$ cat src/rtl/echo_pkg.sv
// echo_pkg: shared definitions for the echo requester slice.
//   echo_state_e : burst sequencer states (IDLE, RUN, DRAIN, DONE)
//   PAYLOAD_W    : width of echo request / indication payloads
//   LAT_W        : width of the latency timestamp and status_max_latency
package echo_pkg;

  typedef enum logic [1:0] {
    IDLE  = 2'd0,
    RUN   = 2'd1,
    DRAIN = 2'd2,
    DONE  = 2'd3
  } echo_state_e;

  localparam int unsigned PAYLOAD_W = 32;
  localparam int unsigned LAT_W     = 16;

endpackage

$ cat src/rtl/echo_ts_fifo.sv
// echo_ts_fifo: DEPTH x W timestamp FIFO used for request-to-echo latency.
// Only instantiated when ECHO_REQ_LATENCY_EN is defined.
// Ports:
//   clk_i, rst_ni : clock, asynchronous active-low reset
//   clr_i         : synchronous pointer clear (start of a new burst)
//   push_i/data_i : write a timestamp
//   pop_i/data_o  : head of queue (combinational), advanced by pop_i
// The caller's outstanding-request credit bounds occupancy, so no
// full/empty flags are kept.
module echo_ts_fifo #(
    parameter int unsigned DEPTH = 4,
    parameter int unsigned W     = 16
) (
    input  logic         clk_i,
    input  logic         rst_ni,
    input  logic         clr_i,
    input  logic         push_i,
    input  logic [W-1:0] data_i,
    input  logic         pop_i,
    output logic [W-1:0] data_o
);

    localparam int unsigned PTR_W = (DEPTH > 1) ? $clog2(DEPTH) : 1;

    logic [W-1:0]     mem_q [DEPTH];
    logic [PTR_W-1:0] wr_ptr_q, wr_ptr_d;
    logic [PTR_W-1:0] rd_ptr_q, rd_ptr_d;

    // Pointers wrap explicitly so non-power-of-two depths work.
    function automatic logic [PTR_W-1:0] ptr_inc(input logic [PTR_W-1:0] p);
        return (p == PTR_W'(DEPTH - 1)) ? '0 : p + PTR_W'(1);
    endfunction

    always_comb begin
        wr_ptr_d = wr_ptr_q;
        rd_ptr_d = rd_ptr_q;
        if (clr_i) begin
            wr_ptr_d = '0;
            rd_ptr_d = '0;
        end else begin
            if (push_i) wr_ptr_d = ptr_inc(wr_ptr_q);
            if (pop_i)  rd_ptr_d = ptr_inc(rd_ptr_q);
        end
    end

    always_ff @(posedge clk_i or negedge rst_ni) begin
        if (!rst_ni) begin
            wr_ptr_q <= '0;
            rd_ptr_q <= '0;
        end else begin
            wr_ptr_q <= wr_ptr_d;
            rd_ptr_q <= rd_ptr_d;
        end
    end

    always_ff @(posedge clk_i) begin
        if (push_i && !clr_i) mem_q[wr_ptr_q] <= data_i;
    end

    assign data_o = mem_q[rd_ptr_q];

endmodule

$ cat src/rtl/echo_requester.sv
// echo_requester: initiator side of the echo request/indication protocol.
// Issues a burst of echoReq calls (seed, seed+1, ...), accepts echo
// indications in order, compares each against the expected sequence and
// reports received / error counts.
// Ports:
//   CLK, nRST                        : clock, asynchronous active-low reset
//   start__ENA/_count/_seed/__RDY    : burst start handshake
//   echoReq__ENA/_v/__RDY            : request issue toward the responder
//   echo__ENA/_v/__RDY               : returning indications
//   status_busy/_done                : RUN or DRAIN / DONE
//   status_received/_errors          : saturating burst counters
//   status_max_latency               : worst request-to-echo latency
// Optional feature macro: ECHO_REQ_LATENCY_EN (latency measurement);
// without it status_max_latency is tied to zero.
module echo_requester
  import echo_pkg::*;
#(
  parameter int unsigned DEPTH = 4,
  parameter int unsigned CNT_W = 16
) (
  input  logic                 CLK,
  input  logic                 nRST,
  input  logic                 start__ENA,
  input  logic [CNT_W-1:0]     start_count,
  input  logic [PAYLOAD_W-1:0] start_seed,
  output logic                 start__RDY,
  output logic                 echoReq__ENA,
  output logic [PAYLOAD_W-1:0] echoReq_v,
  input  logic                 echoReq__RDY,
  input  logic                 echo__ENA,
  input  logic [PAYLOAD_W-1:0] echo_v,
  output logic                 echo__RDY,
  output logic                 status_busy,
  output logic                 status_done,
  output logic [CNT_W-1:0]     status_received,
  output logic [CNT_W-1:0]     status_errors,
  output logic [LAT_W-1:0]     status_max_latency
);

  localparam int unsigned OUT_W = $clog2(DEPTH + 1);

  echo_state_e          state_q, state_d;
  logic [CNT_W-1:0]     count_q, count_d;
  logic [CNT_W-1:0]     issued_q, issued_d;
  logic [CNT_W-1:0]     received_q, received_d;
  logic [CNT_W-1:0]     errors_q, errors_d;
  logic [OUT_W-1:0]     outstanding_q, outstanding_d;
  logic [PAYLOAD_W-1:0] req_v_q, req_v_d;
  logic [PAYLOAD_W-1:0] exp_q, exp_d;

  logic start_take;
  logic issue;
  logic accept;

  always_comb begin
    start__RDY = (state_q == IDLE) || (state_q == DONE);
    echo__RDY  = ((state_q == RUN) || (state_q == DRAIN)) && (outstanding_q != '0);
    issue      = (state_q == RUN) && (issued_q < count_q)
                 && (outstanding_q < OUT_W'(DEPTH)) && echoReq__RDY;
    accept     = echo__ENA && echo__RDY;
    start_take = start__RDY && start__ENA;
  end

  always_comb begin
    state_d       = state_q;
    count_d       = count_q;
    issued_d      = issued_q;
    received_d    = received_q;
    errors_d      = errors_q;
    outstanding_d = outstanding_q;
    req_v_d       = req_v_q;
    exp_d         = exp_q;

    if (issue) begin
      issued_d = issued_q + CNT_W'(1);
      req_v_d  = req_v_q + PAYLOAD_W'(1);
    end

    if (accept) begin
      if ((echo_v != exp_q) && (errors_q != '1)) errors_d = errors_q + CNT_W'(1);
      if (received_q != '1) received_d = received_q + CNT_W'(1);
      exp_d = exp_q + PAYLOAD_W'(1);
    end

    unique case ({issue, accept})
      2'b10:   outstanding_d = outstanding_q + OUT_W'(1);
      2'b01:   outstanding_d = outstanding_q - OUT_W'(1);
      default: outstanding_d = outstanding_q;
    endcase

    unique case (state_q)
      IDLE, DONE: begin
        if (start__ENA) begin
          count_d       = start_count;
          issued_d      = '0;
          received_d    = '0;
          errors_d      = '0;
          outstanding_d = '0;
          req_v_d       = start_seed;
          exp_d         = start_seed;
          state_d       = (start_count == '0) ? DONE : RUN;
        end
      end
      RUN: begin
        if (issue && (issued_q == count_q - CNT_W'(1))) state_d = DRAIN;
      end
      DRAIN: begin
        if (accept && (outstanding_q == OUT_W'(1))) state_d = DONE;
      end
      default: state_d = IDLE;
    endcase
  end

  always_ff @(posedge CLK or negedge nRST) begin
    if (!nRST) begin
      state_q       <= IDLE;
      count_q       <= '0;
      issued_q      <= '0;
      received_q    <= '0;
      errors_q      <= '0;
      outstanding_q <= '0;
      req_v_q       <= '0;
      exp_q         <= '0;
    end else begin
      state_q       <= state_d;
      count_q       <= count_d;
      issued_q      <= issued_d;
      received_q    <= received_d;
      errors_q      <= errors_d;
      outstanding_q <= outstanding_d;
      req_v_q       <= req_v_d;
      exp_q         <= exp_d;
    end
  end

  assign echoReq__ENA    = issue;
  assign echoReq_v       = req_v_q;
  assign status_busy     = (state_q == RUN) || (state_q == DRAIN);
  assign status_done     = (state_q == DONE);
  assign status_received = received_q;
  assign status_errors   = errors_q;

`ifdef ECHO_REQ_LATENCY_EN
  logic [LAT_W-1:0] now_q;
  logic [LAT_W-1:0] ts;
  logic [LAT_W-1:0] lat;
  logic [LAT_W-1:0] max_lat_q, max_lat_d;

  echo_ts_fifo #(
    .DEPTH (DEPTH),
    .W     (LAT_W)
  ) u_ts_fifo (
    .clk_i  (CLK),
    .rst_ni (nRST),
    .clr_i  (start_take),
    .push_i (issue),
    .data_i (now_q),
    .pop_i  (accept),
    .data_o (ts)
  );

  assign lat = now_q - ts;

  always_comb begin
    max_lat_d = max_lat_q;
    if (start_take) begin
      max_lat_d = '0;
    end else if (accept && (lat > max_lat_q)) begin
      max_lat_d = lat;
    end
  end

  always_ff @(posedge CLK or negedge nRST) begin
    if (!nRST) begin
      now_q     <= '0;
      max_lat_q <= '0;
    end else begin
      now_q     <= now_q + LAT_W'(1);
      max_lat_q <= max_lat_d;
    end
  end

  assign status_max_latency = max_lat_q;
`else
  assign status_max_latency = '0;
`endif

endmodule

$ cat config.mk
export PLATFORM = sky130hd
export DESIGN_NAME = echo_requester
export DESIGN_NICKNAME = d
export VERILOG_FILES = /design/src/rtl/echo_pkg.sv /design/src/rtl/echo_ts_fifo.sv /design/src/rtl/echo_requester.sv
export SDC_FILE = /design/constraint.sdc
export NUM_CORES = 1
export LEC_CHECK = 0
export CORE_MARGIN = 2
export CORE_UTILIZATION = 47
export DETAILED_ROUTE_END_ITERATION = 7
export HOLD_SLACK_MARGIN = 0.05
export PLACE_DENSITY = 0.75
export SLEW_MARGIN = 30
export SYNTH_ARGS = -nofsm -noshare
export SYNTH_HDL_FRONTEND = slang
export SYNTH_SLANG_ARGS = --single-unit
$ cat constraint.sdc
create_clock -name CLK -period 2.98 [get_ports CLK]
set_input_delay 0.298 -clock CLK [delete_from_list [all_inputs] [get_ports CLK]]
set_output_delay 0.298 -clock CLK [all_outputs]
set_load 0.01 [all_outputs]
==> results.py <==
metrics = {
    "status": {
        "status": "complete, no violations",
    },
    "layout": {
        "multi_input_area_sq_um": 4510,
        "antenna_cells": 0,
        "drive_above_1_share_pct": 6.38,
        "fin_util_pct": 61.6,
        "fin_nets": 1185,
        "area_delta_synth_final_pct": 28.9,
        "final_cell_mix": "151 x clkdlybuf4s50_1, 133 x dfrtp_1, 90 x nor2_1",
        "regArea_sq_um": 3330,
        "mostFrequentLayoutCell": "clkdlybuf4s50_1",
        "fillers": 1495,
        "stdcell_count": 1306,
    },
    "sta": {
        "worst_pin_slew_ps": 815,
        "fin_crit_ps": 2780,
        "maxSlewViolCount": 0,
        "setup_violations": 0,
        "fmax_mhz": 360,
        "finalHoldViolCount": 0,
        "slew_headroom_pct": 45.7,
        "rsz0062_at_grt": "no",
        "finClkSkew_ps": 8.86,
        "setup_tns_ps": 0,
        "period_share_pct": 93.3,
    },
    "setup_path": {
        "endpoint": "state_q[1]$_DFFE_PN0P_",
        "critPathTopFamily": "compound AO/OA/AOI/OAI gates",
        "critPathMaxFanout": 7,
        "cp_slowest_cell": "or3b_2",
        "crit_type": "flip-flop to flip-flop",
        "path_cells": "inv_1, ha_1, or3b_2, o31a_1, o21ai_1, nor3b_2, o32ai_2, o31ai_4, mux2i_1",
        "r2r-end": "state_q[1]$_DFFE_PN0P_",
        "max_stage_delay_ps": 580,
        "cp-end-kind": "flip-flop",
        "worst_ep_required_time_ps": 3320,
        "worst-path-buf-inv": 1,
        "r2r_slack_ps": 200,
        "r2r_start": "count_q[0]$_DFFE_PN0P_",
        "cp-start-kind": "flip-flop",
        "path_depth": 9,
        "r2r_cells": 9,
        "cp.arrival_ps": 3120,
        "cp-startpoint": "count_q[0]$_DFFE_PN0P_",
    },
    "pwr": {
        "p_leak_nw": 4.28,
        "p_per_area_nw_per_um2": 888,
        "ir_drop_uv": 455,
    },
    "hold_path": {
        "hp-class": "primary input to flip-flop",
        "hold_start": "start_count[11]",
    },
    "detailed_routing": {
        "drt-vias-per-instance": 5.64,
        "wirelength_um": 22400,
        "wl_per_cell_um": 17.2,
        "drt_iter0_markers": 557,
        "drtAntennaViolNets": 0,
        "drt-pass1-iter-count": 5,
        "vias": 7371,
        "drc": 0,
    },
    "placement": {
        "dp.cells": 1273,
        "hpwl_um": 16400,
        "place.gp.congestion": 0.910,
        "port_buffers": 153,
    },
    "clock_tree": {
        "postCtsSetupBuffers": 0,
        "clk_pin_slew_worst_paths_ps": 60,
        "clockBufferDepth": 2,
        "h-tree-depth": 4,
        "clock-root-buffer": "clkbuf_16",
        "tritoncts": "done",
        "clock_latency_ps": 430,
        "numCtsBuffers": 17,
        "cts_sinks": 133,
    },
    "run": {
        "maxCapViolations": 0,
    },
    "die": {
        "top_level_ports": 170,
        "dieArea_sq_um": 18500,
        "die_w_um": 136,
        "initial_utilization_pct": 47.8,
        "die_y_um": 136,
        "fp-row-count": 48,
        "core_sq_um": 17200,
    },
    "grt": {
        "grt_use_total_pct": 25.0,
        "antenna_found_initial": 0,
        "grt_pass1_wl_um": 36200,
        "grt_max_degree": 109,
        "grt_pass1_vias": 7073,
        "grt.overflow.total": 0,
    },
    "logic_synthesis": {
        "synth_edf_count": 0,
        "seq_area_frac_synth_pct": 40.6,
        "yosys_warnings": 0,
        "synth_ff_type": "dfrtp_1",
        "synthArstFlopShare_pct": 100,
        "synth_seq_cells": 133,
        "netlist-cell-type-count": 55,
        "syn_area_per_cell_sq_um": 8.96,
        "synth_area_sq_um": 8200,
        "syn-instance-count": 915,
    },
}
[worst min path at each step]
| stage | endpoint | slack [ps] | depth (start not counted) |
|---|---|---|---|
| after CTS | count_q[11]$_DFFE_PN0P_ | 450 | 3 |
| after global routing | count_q[13]$_DFFE_PN0P_ | 480 | 3 |
| after floorplan | count_q[0]$_DFFE_PN0P_ | 2 | 0 |
| final | count_q[11]$_DFFE_PN0P_ | 460 | 3 |
| after detailed placement | status_received[0]$_DFF_PN0_ | 430 | 1 |
| after global placement | status_errors[10]$_DFF_PN0_ | 500 | 1 |
[final cells by class]
| type | instances | share of cell area [%] |
|---|---|---|
| Timing Repair Buffer | 173 | 16.2 |
| Tap cell | 225 | 2.66 |
| Sequential cell | 133 | 31.5 |
| Multi-Input combinational cell | 698 | 42.7 |
| Clock inverter | 10 | 0.911 |
| Clock buffer | 22 | 4.48 |
| Inverter | 45 | 1.60 |
[Yosys cell counts (all sizes together) (5+ instances only)]
library cell	n	area (sq um)
dfrtp	133	3330
o21ai	39	195
o31ai	15	126
clkbuf	31	116
mux2i	6	60.1
xor2	81	709
and4	11	96.3
ha	32	400
buf	23	161
nor4	19	134
inv	45	169
xnor2	41	359
nor3	14	80.1
and2	9	56.3
or4	18	135
or3	19	119
nor2	90	338
and3	16	100
nand4	44	290
a211oi	5	37.5
nand2	64	240
a21oi	68	340
nand3	37	185
a31oi	21	131
[report_power, final]
| group | internal, mW | leakage (nW) | switching, mW |
|---|---|---|---|
| clock | 1.22 | 0.270 | 0.820 |
| combinational | 1.88 | 2.38 | 2.22 |
| sequential | 2.42 | 1.63 | 0.832 |
[stage by stage]
stage          hold WS (ps)  cell area (sq um)  setup WS, ps  power, mW
6_report                455              10600           199       9.39
5_1_grt                 479              10600          49.4       10.1
4_1_cts                 454              10600          84.4       9.40
3_5_place_dp            429               9990           120       7.31
3_3_place_gp            498               9990           237       7.23
2_1_floorplan          2.41               8260          79.9       5.68
[logic make-up (layout without fill, tap and decap cells)]
kind of cell    count (synthesis)  in the layout  synth area share (%)
buf+inv                        99            250                  5.45
flops                         133            133                  40.6
xor+xnor                      122            122                  13.0
other cells                     1             16                0.0457
simple gates                  350            350                  22.5
fa+ha+maj                      32             32                  4.88
compound gates                172            172                  12.8
mux                             6              6                 0.732
[timing repair]
action,4_1_cts,5_1_grt
gates cloned,0,0
setup endpoints to repair,1,7
endpoints found under the hold margin,106,0
pin swaps,0,0
hold buffers,1,0
gates resized for setup,1,4
[layer usage]
layer  vias to the layer above  routed length (um)  GRT usage [%]
met1                      3555               10200           34.9
met3                        38                1400           5.97
met2                       237               10300           38.2
met4                         0                 466           8.28
li1                       3541                   -              -
met5                         -                   0              0
[state kept, by name (all words and copies together) (netlist names)]
name / cells
count_q: 16
outstanding_q: 3
status_errors: 16
echoReq_v: 32
issued_q: 16
status_received: 16
exp_q: 32
state_q: 2
[tightest hold or removal path, stage by stage]
cell             delay, ps
clkdlybuf4s50_1        410
nand2_1                 60
o21ai_0                 60
Power figures use the tool's default switching activity.
